**config.mk**
```make
export PLATFORM = sky130hd
export DESIGN_NAME = synth_tone_voice
export DESIGN_NICKNAME = d
export VERILOG_FILES = /design/src/rtl/synth_tone_voice.sv
export SDC_FILE = /design/constraint.sdc
export NUM_CORES = 1
export LEC_CHECK = 0
export CAP_MARGIN = 20
export CORE_MARGIN = 4
export CORE_UTILIZATION = 45
export CTS_CLUSTER_SIZE = 12
export DETAILED_ROUTE_END_ITERATION = 12
export PLACE_DENSITY = 0.63
export SYNTH_ARGS = -nofsm -noshare
export SYNTH_HDL_FRONTEND = slang
export SYNTH_SLANG_ARGS = --single-unit
```
**constraint.sdc**
```tcl
create_clock -name clock -period 3.8 [get_ports clock]
set_input_delay 0.76 -clock clock [delete_from_list [all_inputs] [get_ports clock]]
set_output_delay 0.76 -clock clock [all_outputs]
set_load 0.005 [all_outputs]
```
**src/rtl/synth_tone_voice.sv**
```systemverilog
// -----------------------------------------------------------------------------
// synth_tone_voice
//   Turns the one-hot key code from the PS/2 key decoder (A,S,D,F = bits 3..0)
//   into a square-wave tone (C4,D4,E4,F4). An envelope sets the tone's
//   amplitude. The block emits signed PCM samples with a one-cycle valid strobe
//   at the audio sample rate.
//
//   Build option: SYNTH_ENVELOPE_EN
//     defined   -> IDLE/ATTACK/SUSTAIN/RELEASE envelope with ENV_STEP ramps
//     undefined -> IDLE/SUSTAIN only; the level jumps between 0 and AMP_MAX
//                  on the sample tick.
//
// Ports
//   clock         in   1   system clock, all logic on posedge
//   resetn        in   1   asynchronous active-low reset
//   key_onehot    in   4   key code, asynchronous to clock
//   sample        out  16  signed two's-complement PCM sample
//   sample_valid  out  1   one-cycle pulse when sample updates
//   note_active   out  1   high while the envelope is not IDLE
//   note_idx      out  2   current pitch: 3=C, 2=D, 1=E, 0=F
// -----------------------------------------------------------------------------
module synth_tone_voice #(
    parameter int SAMPLE_DIV = 1042,
    parameter int HALF_C     = 95556,
    parameter int HALF_D     = 85131,
    parameter int HALF_E     = 75842,
    parameter int HALF_F     = 71586,
    parameter int AMP_MAX    = 8000,
    parameter int ENV_STEP   = 16
) (
    input  logic               clock,
    input  logic               resetn,
    input  logic [3:0]         key_onehot,
    output logic signed [15:0] sample,
    output logic               sample_valid,
    output logic               note_active,
    output logic [1:0]         note_idx
);

    localparam int HALF_MAX_CD = (HALF_C > HALF_D) ? HALF_C : HALF_D;
    localparam int HALF_MAX_EF = (HALF_E > HALF_F) ? HALF_E : HALF_F;
    localparam int HALF_MAX    = (HALF_MAX_CD > HALF_MAX_EF) ? HALF_MAX_CD : HALF_MAX_EF;
    localparam int PH_W        = (HALF_MAX > 2) ? $clog2(HALF_MAX) : 1;
    localparam int TICK_W      = (SAMPLE_DIV > 2) ? $clog2(SAMPLE_DIV) : 1;
    localparam logic [15:0] LVL_MAX = 16'(AMP_MAX);

    // Elaboration-time guard: the level is negated into a 16-bit signed sample.
    if (AMP_MAX < 1 || AMP_MAX >= 32768 || ENV_STEP < 1) begin : g_bad_params
        $error("synth_tone_voice: AMP_MAX must be 1..32767 and ENV_STEP >= 1");
    end

`ifdef SYNTH_ENVELOPE_EN
    typedef enum logic [1:0] {ST_IDLE, ST_ATTACK, ST_SUSTAIN, ST_RELEASE} env_state_t;
    localparam logic [15:0] LVL_STEP = 16'(ENV_STEP);
`else
    typedef enum logic [0:0] {ST_IDLE, ST_SUSTAIN} env_state_t;
`endif

    logic [3:0]        r_key_s1, r_key_s2;
    logic              w_key_down;
    logic [1:0]        w_key_idx;
    logic [TICK_W-1:0] r_tick_cnt;
    logic              w_tick;
    logic [PH_W-1:0]   r_phase;
    logic [PH_W-1:0]   w_phase_last;
    logic              r_square;
    logic [1:0]        r_note_idx;
    env_state_t        r_state;
    logic [15:0]       r_level;
    logic [15:0]       w_level_nxt;
    logic signed [15:0] w_mag;
    logic signed [15:0] r_sample;
    logic              r_sample_valid;
    logic              r_note_active;

    // Two-flop synchronizer on the asynchronous key code.
    // NOTE: sequential state uses non-blocking (<=) so every flop samples pre-edge values.
    always_ff @(posedge clock or negedge resetn) begin
        if (!resetn) begin
            r_key_s1 <= '0;
            r_key_s2 <= '0;
        end else begin
            r_key_s1 <= key_onehot;
            r_key_s2 <= r_key_s1;
        end
    end

    // Exactly one bit set is a key press; none or several reads as key up.
    assign w_key_down = $onehot(r_key_s2);

    // NOTE: every always_comb output gets a default first, so no latch is inferred.
    always_comb begin
        w_key_idx = 2'd0;
        if (r_key_s2[3])      w_key_idx = 2'd3;
        else if (r_key_s2[2]) w_key_idx = 2'd2;
        else if (r_key_s2[1]) w_key_idx = 2'd1;
    end

    // Sample-rate tick: asserted during the last count of each period.
    assign w_tick = (r_tick_cnt == TICK_W'(SAMPLE_DIV - 1));

    always_ff @(posedge clock or negedge resetn) begin
        if (!resetn) begin
            r_tick_cnt <= '0;
        end else if (w_tick) begin
            r_tick_cnt <= '0;
        end else begin
            r_tick_cnt <= r_tick_cnt + 1'b1;
        end
    end

    // Terminal phase count for the current pitch.
    always_comb begin
        w_phase_last = PH_W'(HALF_F - 1);
        case (r_note_idx)
            2'd3:    w_phase_last = PH_W'(HALF_C - 1);
            2'd2:    w_phase_last = PH_W'(HALF_D - 1);
            2'd1:    w_phase_last = PH_W'(HALF_E - 1);
            default: w_phase_last = PH_W'(HALF_F - 1);
        endcase
    end

    // Square-wave oscillator. A new key restarts the waveform from its high
    // half, so a retune never begins with a truncated half-period.
    always_ff @(posedge clock or negedge resetn) begin
        if (!resetn) begin
            r_note_idx <= 2'd0;
            r_phase    <= '0;
            r_square   <= 1'b1;
        end else if (w_key_down && (w_key_idx != r_note_idx)) begin
            r_note_idx <= w_key_idx;
            r_phase    <= '0;
            r_square   <= 1'b1;
        end else if (r_phase == w_phase_last) begin
            r_phase    <= '0;
            r_square   <= ~r_square;
        end else begin
            r_phase    <= r_phase + 1'b1;
        end
    end

`ifdef SYNTH_ENVELOPE_EN
    logic [16:0] w_level_sum;
    logic [15:0] w_level_up;
    logic [15:0] w_level_dn;

    // Saturating ramp steps; the 17-bit sum keeps the clamp correct near the top.
    assign w_level_sum = {1'b0, r_level} + {1'b0, LVL_STEP};
    assign w_level_up  = (w_level_sum >= {1'b0, LVL_MAX}) ? LVL_MAX : w_level_sum[15:0];
    assign w_level_dn  = (r_level <= LVL_STEP) ? 16'd0 : (r_level - LVL_STEP);

    // Next envelope level. A key press in RELEASE turns the ramp around
    // without a step that cycle.
    always_comb begin
        w_level_nxt = r_level;
        case (r_state)
            ST_ATTACK:  if (w_tick)                w_level_nxt = w_level_up;
            ST_RELEASE: if (w_tick && !w_key_down) w_level_nxt = w_level_dn;
            default:    w_level_nxt = r_level;
        endcase
    end

    always_ff @(posedge clock or negedge resetn) begin
        if (!resetn) begin
            r_state       <= ST_IDLE;
            r_level       <= 16'd0;
            r_note_active <= 1'b0;
        end else begin
            r_level <= w_level_nxt;
            case (r_state)
                ST_IDLE: begin
                    if (w_key_down) begin
                        r_state       <= ST_ATTACK;
                        r_note_active <= 1'b1;
                    end
                end
                ST_ATTACK: begin
                    // A release wins over reaching the peak; the step still lands.
                    if (!w_key_down) begin
                        r_state <= ST_RELEASE;
                    end else if (w_tick && (w_level_up == LVL_MAX)) begin
                        r_state <= ST_SUSTAIN;
                    end
                end
                ST_SUSTAIN: begin
                    if (!w_key_down) begin
                        r_state <= ST_RELEASE;
                    end
                end
                ST_RELEASE: begin
                    if (w_key_down) begin
                        r_state <= ST_ATTACK;
                    end else if (w_tick && (w_level_dn == 16'd0)) begin
                        r_state       <= ST_IDLE;
                        r_note_active <= 1'b0;
                    end
                end
                default: begin
                    r_state       <= ST_IDLE;
                    r_note_active <= 1'b0;
                end
            endcase
        end
    end
`else
    // Gate mode: the level jumps between 0 and AMP_MAX on the sample tick.
    always_comb begin
        w_level_nxt = r_level;
        case (r_state)
            ST_IDLE:    if (w_tick && w_key_down)  w_level_nxt = LVL_MAX;
            ST_SUSTAIN: if (w_tick && !w_key_down) w_level_nxt = 16'd0;
            default:    w_level_nxt = r_level;
        endcase
    end

    always_ff @(posedge clock or negedge resetn) begin
        if (!resetn) begin
            r_state       <= ST_IDLE;
            r_level       <= 16'd0;
            r_note_active <= 1'b0;
        end else begin
            r_level <= w_level_nxt;
            case (r_state)
                ST_IDLE: begin
                    if (w_tick && w_key_down) begin
                        r_state       <= ST_SUSTAIN;
                        r_note_active <= 1'b1;
                    end
                end
                ST_SUSTAIN: begin
                    if (w_tick && !w_key_down) begin
                        r_state       <= ST_IDLE;
                        r_note_active <= 1'b0;
                    end
                end
                default: begin
                    r_state       <= ST_IDLE;
                    r_note_active <= 1'b0;
                end
            endcase
        end
    end
`endif

    // The sample carries the level being committed on this tick, so the first
    // tick of a ramp already shows the new step.
    assign w_mag = signed'(w_level_nxt);

    // NOTE: output registers are reset so nothing undefined reaches the codec after reset.
    always_ff @(posedge clock or negedge resetn) begin
        if (!resetn) begin
            r_sample       <= 16'sd0;
            r_sample_valid <= 1'b0;
        end else begin
            r_sample_valid <= w_tick;
            if (w_tick) begin
                r_sample <= r_square ? w_mag : -w_mag;
            end
        end
    end

    assign sample       = r_sample;
    assign sample_valid = r_sample_valid;
    assign note_active  = r_note_active;
    assign note_idx     = r_note_idx;

endmodule

```
Word level (Yosys, flattened, before mapping)

Cells that the tools add are included.

Muxes and demuxes: 19
Equal/unequal tests: 9
Reduce and logical (&&, ||, !) cells: 6
Add/subtract/negate cells: 6
Bitwise gates (word level): 2

Operators with widths:

| operator              | count |
|---|---|
| $mux 16               | 3 |
| $pmux 15 s3           | 1 |
| $mux 17               | 2 |
| $pmux 16 s2           | 1 |
| $add 17x1->17 const B | 1 |
| $eq 17x17->1          | 1 |
| $neg 16->16           | 1 |
| $add 11x1->11 const B | 1 |
| $eq 11x11->1 const B  | 1 |
| $mux 11               | 1 |
| $mux 1                | 7 |
| $add 1x1->2           | 2 |
| $eq 2x2->1 const B    | 2 |
| $mux 2                | 2 |
| $pmux 1 s2            | 2 |
| $add 2x2->3           | 1 |
| $eq 3x1->1 const B    | 1 |
| $logic_and 1x1->1     | 3 |
| $eq 2x1->1 const B    | 1 |
| $ne 2x1->1 const B    | 1 |
| $ne 2x2->1            | 1 |
| $ne 2x2->1 const B    | 1 |
| $not 1->1             | 2 |
| $reduce_and 2->1      | 1 |
| 2 further kinds       | 2 |

Input bits: 6
Output and inout port bits: 20
Logic and storage cells: 53
Register bits: 74

Logic depth before layout (Yosys ltp)

Depth in word-level cells: 9
Mapped depth: 16
Mapped depth without buffers: 15

Least setup slack after synthesis

OpenSTA, ideal clock, no wires.

Path kind: register to register
Start point: reg r_key_s2[1]
End point: reg r_sample[14] (netlist: sample[14])
Clock period less this slack: 3,324 ps
Data arrival time: 3,198 ps
Buffers on the path: 1
Required time: 3,673 ps
Cell stages (with the launch flop): 17
Setup slack: 476 ps
Path through: dfrtp_1 > inv_1 > fa_1 > inv_1 > ha_1 > ha_1 > nor3b_2 > xnor2_1 > nand2b_4 > nand2_1 > ha_1 > clkbuf_1 > nand4_1 > o21ai_0 > nand3_1 > mux2i_1 > nand3_1

Longest elaborated chain between the ends: 9
Elaborated cells between the ends (all ways): 11

RTL lines:

| item                                  | RTL line | source |
|---|---|---|
| start, declared                       | 59       | `logic [3:0] r_key_s1, r_key_s2;` |
| start signal, assigned                | 84       | `r_key_s2 <= r_key_s1;` |
| $add 1x1->2 (not written as such) (*) | 89       | `assign w_key_down = $onehot(r_key_s2);` |
| $add 2x2->3 (not written as such) (*) | 89       |  |
| $eq 3x1->1 (*)                        | 89       |  |
| $logic_not 1->1                       | 211      | `ST_SUSTAIN: if (w_tick && !w_key_down) w_level_nxt = 16'd0;` |
| $logic_and 1x1->1                     | 211      |  |
| $mux 16                               | 211      |  |
| $pmux 16 s2 (*)                       | 209      | `case (r_state)` |
| $neg 16->16                           | 257      | `r_sample <= r_square ? w_mag : -w_mag;` |
| $mux 16 (*)                           | 257      |  |
| end signal, assigned                  | 257      |  |
| end, declared                         | 72       | `logic signed [15:0] r_sample;` |

Every way passes the cells marked *; elsewhere a longest branch is shown, timed or not.
A chain may end at the register's enable or synchronous reset.

Worst setup path after layout

Start point: reg r_key_s2[1]
End point: reg r_sample[10] (netlist: sample[10])

The elaborated chain is that of the path after synthesis.

==> results.md <==
* Least-Margin Pin Slew at 0.918 ns
* Combinational Power Share at between 10% and 20%
* DP Wirelength at about 5200 µm
* Via count at approximately 2,900
* Vias in the first global route at ~2,800
* Clk root buf: clkbuf_8
* Io pins at 26
* #FFs+latches synth at 74
* Ant diodes at 0
* Gpl congestion at between 0.8 and 0.9
* Chip height at ~100 µm
* Peak Freq at 305 MHz
* Most common cell after layout, fill and taps aside: dfrtp_1
* Antenna violations before repair at 0
* Worst Setup Path Type: flip-flop to flip-flop
* First-pass iteration count of the detailed router at 4
* TNS Setup at 0 ns
* Post-synth EDFFs at 0
* Max Root-Sink Buffers at 2
* Worst EP required at 4.02 ns
* Peak VDD IR at ~0.00018 V
* Die area at just over 0.01 mm²
* Final Core Density at 52.5%
* Net Sw Frac at a little under 30%
* Routed Antenna Nets at 0
* Max Slew Vio Count at 0
* Initial drt markers at ~130
* Nets at about 440
* Ratio of final minimum period to clock period at between 80% and 90%
* CTS Sinks at 74
* Final Critical Period at around 3.3 ns
* Mapped cell area at a little under 0.004 mm²
* Distinct cells, synth at 65
* Worst Hold Margin at about 0.35 ns
* Starting Density at 46.5%
* Max-slew headroom at about two fifths
* RSZ-0062 raised after global routing: false
* Status: complete, no violations
* Commonest non-fill, non-tap cells in the layout: dfrtp_1 (73), nor2_1 (53), nand2_1 (46), clkdlybuf4s50_1 (24), xnor2_1 (20)
* CP endpoint kind: flip-flop
* P_int at ~1200 µW
* First-pass GRT wire length at around 13,000 µm
* Largest net degree at the start of global routing at 75
* Top FF cell, synth: dfrtp_1
* CTS tree: built
* Clk slew on worst S/H paths at around 0.070 ns
* Post-Syn Area per Cell at slightly below 10 µm²
* Remaining DRCs at 0
* GRT overflow at 0
* Maxcap violations at 0
* Placed Area at 0.00418 mm²
* Worst setup SP type: flip-flop
* Pwr Density at ~380 mW/mm²
* Hold Buf Count CTS at 0
* Die X at approximately 100 µm
* Syn_nets at between 400 and 500
* CP Max Fanout at 9
* Filler cell count at slightly below 800
* Placeable Area at between 0.008 and 0.009 mm²
* Endpoints failing setup at 0
* Tot GR Track Use at between 10% and 20%
* Share of the yosys chip area belonging to registers at a little under 50%
* Cell area after layout at ~0.0043 mm²
* Clock latency on the worst-skew pair at about 0.35 ns
* PortBufs at 25
* Final hold vios at 0
* Clk_skew at around 0.013 ns
* Site Rows at 33
* DRT Wirelength at ~7600 µm
* Leakage power total at 0.00192 µW
* Arr. time, crit path at roughly 3.5 ns
* Via density at between 5 and 6
* Crit path launch: r_key_s2[1]
* Post-synthesis instance total at approximately 400
* DR WL/cell at 14.3 µm
* R2r startpoint: r_key_s2[1]
* Area grow syn2layout at 12.8%
* Seq pwr share at around 54%
* Postcts setup bufs at 0
* Share of layout cells above drive strength 1 at under 10%
* Min-Delay Startpoint: r_key_s1[2]
* # resized after CTS at 0
* Post-synth ARST share at 100%
* Yosys warns at 0
* Clock group share of total power at 30.9%
* CTS Buf Count at 9
* Hold Path Class: flip-flop to flip-flop
* Sw Pwr at approximately 480 µW
* CTS H-tree depth at 3
-- flip-flops by register name, indices dropped and copies added, names as in the netlist, named ones only --
name	flops
r_key_s1	4
note_active	1
r_phase	17
sample_valid	1
r_key_s2	4
r_level	16
r_tick_cnt	11
r_square	1
sample	16
note_idx	2
-- power by group through the flow --
stage,Clock (µW),Combinational [µW],Sequential (µW)
2_1_floorplan,0,174,887
5_1_grt,566,292,899
4_1_cts,531,256,890
6_report,512,252,892
3_3_place_gp,0,244,905
3_5_place_dp,0,255,906
-- worst max-delay path: stages, from the launching register on --
cell      delay, ns
dfrtp_1        0.38
inv_1          0.08
fa_1           0.50
inv_1          0.04
ha_1           0.17
ha_1           0.30
nor3b_2        0.24
xnor2_1        0.12
nand2b_4       0.19
nand2_1        0.13
ha_1           0.37
nor2_1         0.13
nor3_1         0.27
xor2_1         0.16
o21ai_1        0.07
-- per-layer routing --
| layer | vias to the layer above | routed length [µm] | global-route usage (%) |
|---|---|---|---|
| met4 | 0 | 135 | 6.74 |
| met5 | - | 0 | 0 |
| met3 | 12 | 335 | 3.34 |
| met1 | 1374 | 3810 | 23.7 |
| met2 | 52 | 3280 | 24.4 |
| li1 | 1416 | - | - |
-- per-stage QoR --
stage	power [µW]	worst slack (ns)	cells
global placement	1150	0.641	514
floorplan	1060	0.476	395
detailed placement	1160	0.545	514
CTS	1680	0.537	529
global route	1760	0.290	529
finish	1660	0.526	529
-- worst paths after layout --
path / endpoint / slack [ns] / depth (start not counted)
setup / recovery: sample[10] / 0.53 / 14
hold / removal: r_key_s2[2] / 0.35 / 0
setup reg to reg: sample[10] / 0.53 / 14
hold reg to reg: r_key_s2[2] / 0.35 / 0
max in group asynchronous: r_key_s1[2] / 2.65 / 1
min in group asynchronous: r_phase[1] / 0.53 / 1
-- cell type report --
| type | instances | area, µm² | share of cell area (%) |
|---|---|---|---|
| Multi-Input combinational cell | 291 | 1860 | 43.0 |
| Sequential cell | 74 | 1850 | 42.8 |
| Timing Repair Buffer | 29 | 278 | 6.41 |
| Clock buffer | 11 | 131 | 3.03 |
| Tap cell | 105 | 131 | 3.03 |
| Inverter | 15 | 56.3 | 1.30 |
| Clock inverter | 4 | 20.0 | 0.462 |
-- cell families (layout without fill, tap and decap cells) --
| logic type | count (synthesis) | after routing | share of synthesized area, % |
|---|---|---|---|
| simple gates | 176 | 176 | 24.6 |
| flops | 74 | 74 | 48.2 |
| compound gates | 64 | 64 | 10.7 |
| xor+xnor | 35 | 35 | 7.98 |
| buf+inv | 30 | 59 | 3.29 |
| fa+ha+maj | 11 | 11 | 3.78 |
| mux | 5 | 5 | 1.40 |
-- synth_stat cells (4+ instances only) --
| cell type | n | area (µm²) |
|---|---|---|
| a211oi_1 | 4 | 30.0 |
| a21oi_1 | 8 | 40.0 |
| a22oi_1 | 4 | 30.0 |
| and2_1 | 4 | 25.0 |
| and3_1 | 5 | 31.3 |
| clkbuf_1 | 10 | 37.5 |
| dfrtp_1 | 73 | 1830 |
| ha_1 | 10 | 125 |
| inv_1 | 14 | 52.6 |
| nand2_1 | 46 | 173 |
| nand2b_1 | 5 | 31.3 |
| nand3_1 | 18 | 90.1 |
| nand4_1 | 7 | 43.8 |
| nor2_1 | 53 | 199 |
| nor3_1 | 5 | 25.0 |
| o21ai_0 | 18 | 90.1 |
| o21ai_1 | 8 | 40.0 |
| or3_1 | 4 | 25.0 |
| xnor2_1 | 20 | 175 |
| xor2_1 | 15 | 131 |
Power figures use the tool's default switching activity.
